## src/rtl/core_pkg.sv

```systemverilog
// Shared core types for the register-file writeback path.
package core_pkg;

  localparam int unsigned XLEN_C     = 32;
  localparam int unsigned REG_ADDR_W = 5;
  localparam int unsigned NUM_REGS   = 32;

  typedef struct packed {
    logic [REG_ADDR_W-1:0] rd;
    logic [XLEN_C-1:0]     data;
  } wb_entry_t;

endpackage

```

## src/rtl/wb_fifo.sv

```systemverilog
// Synchronous circular FIFO of writeback entries; head is readable combinationally.
module wb_fifo
  import core_pkg::*;
#(
  parameter int unsigned DEPTH = 4
) (
  input  logic                       clk,
  input  logic                       rst_n,
  input  logic                       i_push,
  input  wb_entry_t                  i_push_data,
  input  logic                       i_pop,
  output wb_entry_t                  o_head_c,
  output logic                       o_full_c,
  output logic                       o_empty_c,
  output logic [$clog2(DEPTH):0]     o_count
);

  localparam int unsigned PTR_W = $clog2(DEPTH);
  localparam int unsigned CNT_W = PTR_W + 1;

  wb_entry_t        r_mem [DEPTH];
  logic [PTR_W-1:0] r_wr_ptr;
  logic [PTR_W-1:0] r_rd_ptr;
  logic [CNT_W-1:0] r_count;

  logic w_do_push;
  logic w_do_pop;

  // Pushes into a full FIFO and pops from an empty one are dropped.
  always_comb begin
    o_full_c  = (r_count == CNT_W'(DEPTH));
    o_empty_c = (r_count == '0);
    w_do_push = i_push && !o_full_c;
    w_do_pop  = i_pop && !o_empty_c;
    o_head_c  = r_mem[r_rd_ptr];
  end

  always_ff @(posedge clk or negedge rst_n) begin
    if (!rst_n) begin
      r_wr_ptr <= '0;
      r_rd_ptr <= '0;
      r_count  <= '0;
    end else begin
      if (w_do_push) r_wr_ptr <= r_wr_ptr + PTR_W'(1);
      if (w_do_pop)  r_rd_ptr <= r_rd_ptr + PTR_W'(1);
      case ({w_do_push, w_do_pop})
        2'b10:   r_count <= r_count + CNT_W'(1);
        2'b01:   r_count <= r_count - CNT_W'(1);
        default: r_count <= r_count;
      endcase
    end
  end

  // Storage needs no reset: occupancy alone decides what is valid.
  always_ff @(posedge clk) begin
    if (w_do_push) r_mem[r_wr_ptr] <= i_push_data;
  end

  assign o_count = r_count;

endmodule

```

## src/rtl/rf_writeback_arbiter.sv

```systemverilog
// Merges ALU results and buffered load returns onto the single regfile write port,
// and tracks outstanding loads per destination register for decode hazard stalls.
module rf_writeback_arbiter
  import core_pkg::*;
#(
  parameter int unsigned XLEN     = XLEN_C,
  parameter int unsigned LQ_DEPTH = 4
) (
  input  logic                        clk,
  input  logic                        rst_n,
  input  logic                        alu_valid,
  input  logic [4:0]                  alu_rd,
  input  logic [XLEN-1:0]             alu_data,
  output logic                        alu_ready,
  input  logic                        ld_issue,
  input  logic [4:0]                  ld_issue_rd,
  input  logic                        mem_valid,
  input  logic [4:0]                  mem_rd,
  input  logic [XLEN-1:0]             mem_data,
  output logic                        mem_ready,
  output logic                        rf_write,
  output logic [4:0]                  rf_write_reg,
  output logic [XLEN-1:0]             rf_write_data,
  output logic [31:0]                 busy,
  output logic [$clog2(LQ_DEPTH):0]   lq_count
);

  localparam int unsigned CNT_W = $clog2(LQ_DEPTH) + 1;

  wb_entry_t             w_push_entry;
  wb_entry_t             w_head;
  logic                  w_lq_full;
  logic                  w_lq_empty;
  logic [CNT_W-1:0]      w_lq_count;
  logic                  w_push;
  logic                  w_alu_take;
  logic                  w_fifo_pop;
  logic                  w_sel_valid;
  logic [REG_ADDR_W-1:0] w_sel_rd;
  logic [XLEN-1:0]       w_sel_data;
  logic [NUM_REGS-1:0]   w_busy_nxt;

  logic                  r_rf_write;
  logic [REG_ADDR_W-1:0] r_rf_write_reg;
  logic [XLEN-1:0]       r_rf_write_data;
  logic [NUM_REGS-1:0]   r_busy;

  wb_fifo #(
    .DEPTH (LQ_DEPTH)
  ) u_lq (
    .clk         (clk),
    .rst_n       (rst_n),
    .i_push      (w_push),
    .i_push_data (w_push_entry),
    .i_pop       (w_fifo_pop),
    .o_head_c    (w_head),
    .o_full_c    (w_lq_full),
    .o_empty_c   (w_lq_empty),
    .o_count     (w_lq_count)
  );

  // Source select: ALU first, except a full load queue forces the head out to avoid starvation.
  always_comb begin
    w_push_entry      = '0;
    w_push            = 1'b0;
    w_alu_take        = 1'b0;
    w_fifo_pop        = 1'b0;
    w_sel_valid       = 1'b0;
    w_sel_rd          = '0;
    w_sel_data        = '0;

    w_push_entry.rd   = mem_rd;
    w_push_entry.data = XLEN_C'(mem_data);
    w_push            = mem_valid && !w_lq_full;

    if (w_lq_full) begin
      w_fifo_pop = 1'b1;
    end else if (alu_valid) begin
      w_alu_take = 1'b1;
    end else if (!w_lq_empty) begin
      w_fifo_pop = 1'b1;
    end

    if (w_alu_take) begin
      w_sel_valid = 1'b1;
      w_sel_rd    = alu_rd;
      w_sel_data  = alu_data;
    end else if (w_fifo_pop) begin
      w_sel_valid = 1'b1;
      w_sel_rd    = w_head.rd;
      w_sel_data  = XLEN'(w_head.data);
    end
  end

  // Pending-load scoreboard: a new issue overrides a same-cycle retire of that register.
  always_comb begin
    w_busy_nxt = r_busy;
    if (w_fifo_pop) w_busy_nxt[w_head.rd] = 1'b0;
    if (ld_issue && (ld_issue_rd != '0)) w_busy_nxt[ld_issue_rd] = 1'b1;
    w_busy_nxt[0] = 1'b0;
  end

  always_ff @(posedge clk or negedge rst_n) begin
    if (!rst_n) begin
      r_rf_write      <= 1'b0;
      r_rf_write_reg  <= '0;
      r_rf_write_data <= '0;
      r_busy          <= '0;
    end else begin
      r_rf_write <= w_sel_valid && (w_sel_rd != '0);
      if (w_sel_valid) begin
        r_rf_write_reg  <= w_sel_rd;
        r_rf_write_data <= w_sel_data;
      end
      r_busy <= w_busy_nxt;
    end
  end

  assign alu_ready     = !w_lq_full;
  assign mem_ready     = !w_lq_full;
  assign rf_write      = r_rf_write;
  assign rf_write_reg  = r_rf_write_reg;
  assign rf_write_data = r_rf_write_data;
  assign busy          = r_busy;
  assign lq_count      = w_lq_count;

endmodule

```

## config.mk

```make
export PLATFORM = sky130hd
export DESIGN_NAME = rf_writeback_arbiter
export DESIGN_NICKNAME = d
export VERILOG_FILES = /design/src/rtl/core_pkg.sv /design/src/rtl/wb_fifo.sv /design/src/rtl/rf_writeback_arbiter.sv
export SDC_FILE = /design/constraint.sdc
export NUM_CORES = 1
export LEC_CHECK = 0
export CORE_UTILIZATION = 54
export DETAILED_ROUTE_END_ITERATION = 8
export PLACE_DENSITY = 0.82
export SLEW_MARGIN = 20
export SYNTH_ARGS = -nofsm -noshare
export SYNTH_HDL_FRONTEND = slang
export SYNTH_SLANG_ARGS = --single-unit
```

## constraint.sdc

```tcl
create_clock -name clk -period 4.9 [get_ports clk]
set_clock_uncertainty 0.05 [all_clocks]
set_input_delay 1.225 -clock clk [delete_from_list [all_inputs] [get_ports clk]]
set_output_delay 1.225 -clock clk [all_outputs]
set_load 0.02 [all_outputs]
```

# [Word-level counts from Yosys, hierarchy flattened]
# Memories as Yosys holds them, arrays and structs flattened.
# Index checks and enable logic that the tools add are counted.
[totals] regBits=76 ramBits=148 out_inout_bits=75 n_memories=1
[mem_list] name="u_lq.r_mem" depth=4 width=37 rd=1 rd_ports_with_merged_regs=0 wr=1 line="wb_fifo.sv:21" source="wb_entry_t r_mem [DEPTH];"
[op_classes] addsub=4 n_lt_le_gt_ge=4 n_eq_ne=3 n_mux=20 bitwise_logic=3 n_reduce_logical=13
[ops] cell="2-to-1 mux 32 bit" n=4
[ops] cell="bitwise AND 32 bit" n=1
[ops] cell="inverter 32 bit" n=1
[ops] cell="bitwise OR 32 bit" n=1
[ops] cell="< comparator 5 x 6 -> 1 bit, second input constant" n=2
[ops] cell="2-to-1 mux 1 bit" n=11
[ops] cell="demux 1 bit (select 5 bit)" n=2
[ops] cell="greater-or-equal comparator 5 x 1 -> 1 bit, second input constant" n=2
[ops] cell="2-to-1 mux 5 bit" n=2
[ops] cell="nonzero test 5 bit" n=2
[ops] cell="logical AND 1 bit" n=7
[ops] cell="case mux 3 bit (2 select lines)" n=1
[ops] cell="adder 2 x 1 -> 2 bit, second input constant" n=2
[ops] cell="adder 3 x 1 -> 3 bit, second input constant" n=1
[ops] cell="== test 3 bit, second input constant" n=1
[ops] cell="logical NOT 3 bit" n=1
[ops] cell="subtractor 3 x 1 -> 3 bit, second input constant" n=1
[ops] cell="== test 2 x 1 -> 1 bit, second input constant" n=1
[ops] cell="== test 2 bit, second input constant" n=1
[ops] cell="logical NOT 1 bit" n=2
[ops] cell="nonzero test 2 bit" n=1

# [Depth between registers and ports, before layout]
# Gate-level depths: netlist of the first run.
# An unclocked memory read counts as a cell.
[depth] depth_word=10 ltp_mapped=11 depth_no_buf=9

# [Cells and area by module]
# A second synthesis of the first run with hierarchy kept.
[unflattened] hier_cells=601 area_unflattened_um2=9340.2
[by_module_without_submodules] module="wb_fifo" instances=1 cells_each=230 area_per_inst_um2=5755.5 seq_area_each_um2=4619.4
[by_module_without_submodules] module="rf_writeback_arbiter" instances=1 cells_each=371 area_per_inst_um2=3584.7 seq_area_each_um2=1726.7

# [Worst setup path after synthesis of the first run]
# OpenSTA, ideal clock, no wires.
[synth_timing] path_kind="input-to-reg" from="input port alu_valid" to="register u_lq.r_count[2] (netlist: u_lq.o_count[2])" setup_time_ns=0.080 arrival_time_ns=2.898 required_time_ns=4.770 slack_ns=1.872 stages=10 cell_sequence="o21ba_2 -> nor2_4 -> inv_1 -> clkbuf_1 -> ha_1 -> inv_1 -> fa_1 -> xor2_1 -> nor2_1 -> xor2_1"
[synth_between] elab_chain_len=5 elab_cells_between_ends=7 classes_between="eq/ne: 2; mux: 3; reduce/logical: 2"
[synth_lines] item="start, declared" line="rf_writeback_arbiter.sv:11" source="input logic alu_valid,"
[synth_lines] item="2-to-1 mux 1 bit (*)" line="rf_writeback_arbiter.sv:78" source="end else if (alu_valid) begin"
[synth_lines] item="2-to-1 mux 1 bit (*)" line="rf_writeback_arbiter.sv:76" source="if (w_lq_full) begin"
[synth_lines] item="logical AND 1 bit (*)" line="wb_fifo.sv:34" source="w_do_pop = i_pop && !o_empty_c;"
[synth_lines] item="net u_lq.w_do_pop" line="wb_fifo.sv:27" source="logic w_do_pop;"
[synth_lines] item="== test 2 x 1 -> 1 bit or == test 2 bit (tied branches)" line="wb_fifo.sv:46" source="case ({w_do_push, w_do_pop})"
[synth_lines] item="case mux 3 bit (2 select lines) or nonzero test 2 bit (tied branches)"
[synth_lines] item="end signal, assigned" line="wb_fifo.sv:47" source="2'b10: r_count <= r_count + CNT_W'(1);"
[synth_lines] item="end signal, assigned" line="wb_fifo.sv:48" source="2'b01: r_count <= r_count - CNT_W'(1);"
[synth_lines] item="end signal, assigned" line="wb_fifo.sv:49" source="default: r_count <= r_count;"
[synth_lines] item="end, declared" line="wb_fifo.sv:24" source="logic [CNT_W-1:0] r_count;"
# The timed path passes the listed nets; every way through them passes the cells marked *.
# A chain may end at the register's enable or synchronous reset.

# [Final worst setup path of the first run]
[layout_timing] from="register u_lq.r_count[1] (netlist: u_lq.o_count[1])" to="output port mem_ready"
[layout_between] elab_chain_len=2
[layout_lines] item="== test 3 bit" line="wb_fifo.sv:31" source="o_full_c = (r_count == CNT_W'(DEPTH));"
[layout_lines] item="logical NOT 1 bit" line="rf_writeback_arbiter.sv:120" source="assign mem_ready = !w_lq_full;"
[layout_lines] item="end, declared" line="rf_writeback_arbiter.sv:20" source="output logic mem_ready,"
# Every way passes these cells.

==> out/qor.txt, run 1 <==
Status: complete, no violations
Fill cells: 1003
Worst setup path start: u_lq.o_count[1]$_DFFE_PN0P_
CP startpoint kind: flop
Final wirelength: 19700 um
Cell area after technology mapping: 8850 um^2
Leading cell types in the layout, fill and taps excluded: 156 x clkdlybuf4s50_1, 148 x edfxtp_1, 74 x dfrtp_1, 43 x inv_1, 42 x nand2_1
Yosys Warn Count: 0
Layout Nets: 775
RSZ-0062 raised after global routing: no
Pwr/cell area: 652 nW/um^2
Die Span X: 130 um
Final ANT Viol Nets: 0
Max-Cap Viols: 0
Post-synthesis instance total: 530
Avg WL per Cell: 21.4 um
DRT iter0 DRCs: 555
Synth cell types: 46
Worst slew margin: 24.2%
CP required: 3.62 ns
Drt first pass iters: 7
Postcts setup bufs: 0
PortBufs: 157
Post-synth top area cell: edfxtp_1
R2r setup slk: 2.08 ns
Pre-CTS setup slack: 1.52 ns
FMAX: 302 MHz
Tcrit/Tclk final: 67.5%
Area contributors post-synth: edfxtp_1 50%, dfrtp_1 21%, mux4_2 9.2%, a222oi_1 4.2%, inv_1 1.8%
Die area: 16900 um^2
Seq/Total Area, Yosys: 71.7%
Reg with most FFs: u_lq.r_mem
Post-synthesis area per instance: 16.7 um^2
Die height: 130 um
Max reg flops: 148
Core ar.: 15900 um^2
Slew @ Worst Pin: 1.13 ns
Via density: 6.00
H-tree levels: 1
Post-synth EDFFs: 148
IO Pins: 159
CTS Buf Count: 23
Critical Path End Type: primary output
Hpwl dp: 12200 um
Post-route cell area: 11300 um^2
CTS max path bufs: 3
R2r worst-path depth: 4
Layout area overhead: 28.1%
Yosys top cell area share: 50.2%
Final setup fails: 0
Setup TNS: 0 ns
FF+latch count, synth: 224
Leak: 4.22 nW
Post-CTS resize count: 0
FF-to-FF Start: u_lq.r_rd_ptr[0]$_DFFE_PN0P_
Overflow after GRT: 0
Final Hold Viols: 0
Vias in the first global route: 5472
Worst setup margin: 1.59 ns
Gpl congestion: 0.891
Commonest non-fill, non-tap cell in the layout: clkdlybuf4s50_1
CP max FO: 9
Initial antenna violation count: 1
Async SR Flop Fraction: 33.9%
Total number of vias: 5515
Syn Nets: 620
Clk_lat worst skew: 0.50 ns
Overall routing resource usage: 23.9%
CTS Hold Buffers Added: 0
Hold endpoint: busy[11]$_DFF_PN0_
Hold Crit Start: busy[11]$_DFF_PN0_
Layout cells sized above 1: 13.0%
Final Util: 71.2%
Dpl cells: 875
Ys flop type: edfxtp_1
Starting Density: 55.5%
Setup Crit Path Kind: reg -> out
Clock Sinks: 224
CTS root buffer: clkbuf_16
Dpl cell area: 10600 um^2
Post-route DRC: 0
Final slew viol count: 0
Rows: 46
Hold path cells: 2
CP Data Arrival Time: 2.03 ns
Global-route wire length before repair: 30000 um
VDD IR max: 0.424 mV
Clock transition at the registers of the reported paths: 0.06 ns
Reg2Reg Capture Point: busy[30]$_DFF_PN0_
Largest net degree at the start of global routing: 77
HP Class: reg -> reg
Non-filler cells, final: 919
CTS tree: built
Final min period: 3.31 ns
## report_power, final
| group | internal, mW | switching (mW) |
|---|---|---|
| clock | 1.06 | 0.681 |
| sequential | 2.62 | 0.354 |
| combinational | 1.23 | 1.45 |
| total | 4.91 | 2.49 |
## worst max-delay path, stage by stage (launching register included)
cell             delay, ns
dfrtp_1               0.50
nor3b_4               0.33
inv_2                 0.14
clkdlybuf4s50_1       0.56
## per-stage QoR
stage	hold WS [ns]	total power [mW]
after global routing	0.466	7.75
after floorplan	0.448	4.55
after CTS	0.447	7.44
after global placement	0.420	5.55
after detailed placement	0.433	5.67
final	0.447	7.39
## cell type report
cell class	count	area [um^2]	area share, %
flip-flops and latches	224	6350	56.0
multi-input cells	231	2190	19.3
repair buffers	161	1610	14.2
clock buffers	34	637	5.61
well taps	216	270	2.38
inverters	44	165	1.46
clock inverters	8	119	1.05
diodes	1	2.50	0.0221
## how the worst max path moves through the flow
stage,slack (ns),end
floorplan,1.87,u_lq.o_count[2]$_DFFE_PN0P_
global placement,1.61,u_lq.o_count[2]$_DFFE_PN0P_
detailed placement,1.52,u_lq.o_count[2]$_DFFE_PN0P_
CTS,1.58,mem_ready
global route,1.50,mem_ready
finish,1.59,mem_ready
## Yosys cell counts, types with 3 or more instances
cell and instances:
dfrtp_1 76, clkbuf_1 14, and3_1 4, o21ai_0 7
a31oi_1 8, a222oi_1 37, ha_1 5, a41oi_1 8
nand2_1 42, buf_6 4, a21oi_1 24, nand3b_1 3
inv_1 43, nor2_1 8, or3b_1 3, xnor2_1 4
mux4_2 36, buf_2 8, o21ai_1 9, edfxtp_1 148
nand2b_1 3, nor2b_1 4, buf_4 3
## per-layer routing
metal | GRT usage, % | share of wire, %
met1 | 31.5 | 38
met2 | 40.3 | 50
met3 | 4.59 | 9.6
met4 | 7.87 | 2.5
met5 | 0 | 0
## cell families after synthesis
| group | share of synthesized area, % |
|---|---|
| buffers and inverters | 3.76 |
| adder cells (fa/ha/maj) | 0.933 |
| multiplexers | 9.70 |
| AO/OA/AOI/OAI | 8.28 |
| flip-flops | 71.7 |
| other | 0.0424 |
| AND/OR/NAND/NOR | 5.00 |
| XOR/XNOR | 0.594 |
No activity file was read; power rests on OpenSTA's default activity.
==> run 2: changes to the inputs <==
--- a/config.mk
+++ b/config.mk
@@ -5,9 +5,9 @@
 export SDC_FILE = /design/constraint.sdc
 export NUM_CORES = 1
 export LEC_CHECK = 0
-export CORE_UTILIZATION = 54
+export CORE_UTILIZATION = 52
 export DETAILED_ROUTE_END_ITERATION = 8
-export PLACE_DENSITY = 0.82
+export PLACE_DENSITY = 0.79
 export SLEW_MARGIN = 20
 export SYNTH_ARGS = -nofsm -noshare
 export SYNTH_HDL_FRONTEND = slang
==> constraint.sdc (replaced) <==
create_clock -name clk -period 3.1 [get_ports clk]
set_clock_uncertainty 0.05 [all_clocks]
set_input_delay 0.775 -clock clk [delete_from_list [all_inputs] [get_ports clk]]
set_output_delay 0.775 -clock clk [all_outputs]
set_load 0.02 [all_outputs]
==> out/qor.txt, run 2 (same netlist as run 1, synthesis figures left out) <==
Status: complete, no violations
Layout area overhead: 29.3%
Leak: 4.27 nW
Fill cells: 1084
Largest stage delay, worst path: 0.56 ns
Global-route wire length before repair: 30300 um
Buf/Inv on CP: 2
Rows: 47
Final setup fails: 0
Initial antenna violation count: 0
CTS Hold Buffers Added: 0
Layout cells sized above 1: 14.1%
Post-route DRC: 0
Gpl congestion: 0.854
Clock Sinks: 224
Hpwl dp: 11900 um
RSZ-0062 raised after global routing: no
Postcts setup bufs: 0
Drt first pass iters: 8
CTS max path bufs: 3
Worst slew margin: 51.4%
IO Pins: 159
Final min period: 2.87 ns
Final slew viol count: 0
HP Class: in -> async
FF-to-FF Start: u_lq.r_rd_ptr[0]$_DFFE_PN0P_
CP max stage cell: clkdlybuf4s50_1
Setup Crit Path Kind: reg -> out
Slew @ Worst Pin: 0.726 ns
Core ar.: 16600 um^2
Pwr/cell area: 1020 nW/um^2
Critical Path End Type: primary output
CP startpoint kind: flop
Max-Cap Viols: 0
H-tree levels: 1
CTS tree: built
Avg WL per Cell: 20.6 um
CTS Buf Count: 22
Starting Density: 53.4%
Overall routing resource usage: 22.4%
Post-CTS resize count: 0
Reg with most FFs: u_lq.r_mem
FMAX: 348 MHz
Via density: 5.97
CTS root buffer: clkbuf_16
Layout Nets: 782
CP Data Arrival Time: 2.04 ns
Largest net degree at the start of global routing: 77
Commonest non-fill, non-tap cell in the layout: clkdlybuf4s50_1
R2r setup slk: 0.75 ns
Leading cell types in the layout, fill and taps excluded: 156 x clkdlybuf4s50_1, 148 x edfxtp_1, 74 x dfrtp_1, 43 x inv_1, 42 x nand2_1
CP required: 2.27 ns
Final Util: 69.0%
Ant diodes: 0
Final Hold Viols: 0
Crit-path cells: nor3b_4 -> inv_2 -> clkdlybuf4s50_1
VDD IR max: 0.603 mV
Overflow after GRT: 0
Die area: 17500 um^2
Tcrit/Tclk final: 92.6%
R2r worst-path depth: 4
Clock transition at the registers of the reported paths: 0.06 ns
CP max FO: 9
Max reg flops: 148
Crit-path leading delay family: buffers and inverters
Final ANT Viol Nets: 0
Total number of vias: 5531
Reg2Reg Capture Point: busy[8]$_DFF_PN0_
Vias in the first global route: 5565
Final wirelength: 19100 um
Setup TNS: 0 ns
Clk_lat worst skew: 0.49 ns
Die Span X: 132 um
PortBufs: 157
Worst setup path start: u_lq.o_count[0]$_DFFE_PN0P_
Die height: 132 um
DRT iter0 DRCs: 576
## run 2: metal layers
metal / share of wire, % / GRT usage [%] / routed length (um)
met1: 39 / 29.6 / 7370
met2: 49 / 37.7 / 9290
met3: 11 / 5.10 / 2120
met4: 1.6 / 6.00 / 304
met5: 0 / 0 / 0
## run 2: worst max-delay path by stage
stage                                        to  slack, ns  depth (start not counted)
finish                                mem_ready       0.23                          3
global route                          mem_ready       0.15                          3
CTS                                   mem_ready       0.21                          3
detailed placement  u_lq.o_count[2]$_DFFE_PN0P_       0.19                         10
global placement    u_lq.o_count[2]$_DFFE_PN0P_       0.23                         10
floorplan           u_lq.o_count[2]$_DFFE_PN0P_       0.52                         10
## run 2: worst register-to-register path, cell delays in order (launching register included)
cell and delay [ns]:
dfrtp_2 0.59, mux4_1 0.87, or3b_1 0.50, o21ai_1 0.15, nand2_1 0.08
## run 2: power breakdown
part	internal [mW]	switching (mW)
clock	1.67	1.06
combinational	2.01	2.35
sequential	4.13	0.476
total	7.81	3.88
## run 2: final cells by class
| cell class | instances | area (um^2) | area share (%) |
|---|---|---|---|
| multi-input cells | 231 | 2190 | 19.1 |
| clock buffers | 29 | 628 | 5.49 |
| flip-flops and latches | 224 | 6350 | 55.5 |
| inverters | 44 | 165 | 1.44 |
| repair buffers | 169 | 1710 | 15.0 |
| well taps | 220 | 275 | 2.41 |
| clock inverters | 10 | 126 | 1.10 |
## run 2: stage by stage
step | instances | area (um^2) | setup slack (ns) | power [mW] | hold slack, ns
finish | 927 | 11400 | 0.230 | 11.7 | 0.268
global route | 927 | 11400 | 0.153 | 12.2 | 0.321
CTS | 927 | 11400 | 0.213 | 11.8 | 0.439
detailed placement | 888 | 10700 | 0.191 | 9.02 | 0.437
global placement | 888 | 10700 | 0.232 | 8.87 | 0.418
floorplan | 530 | 8850 | 0.522 | 7.20 | 0.429
==> run 3: changes to the inputs <==
--- a/config.mk
+++ b/config.mk
@@ -6,6 +6,7 @@
 export NUM_CORES = 1
 export LEC_CHECK = 0
 export CORE_UTILIZATION = 52
+export CTS_CLUSTER_SIZE = 16
 export DETAILED_ROUTE_END_ITERATION = 8
 export PLACE_DENSITY = 0.79
 export SLEW_MARGIN = 20
==> results of run 3 <==
The final DEF is identical to that of run 2; final timing and power are the same.
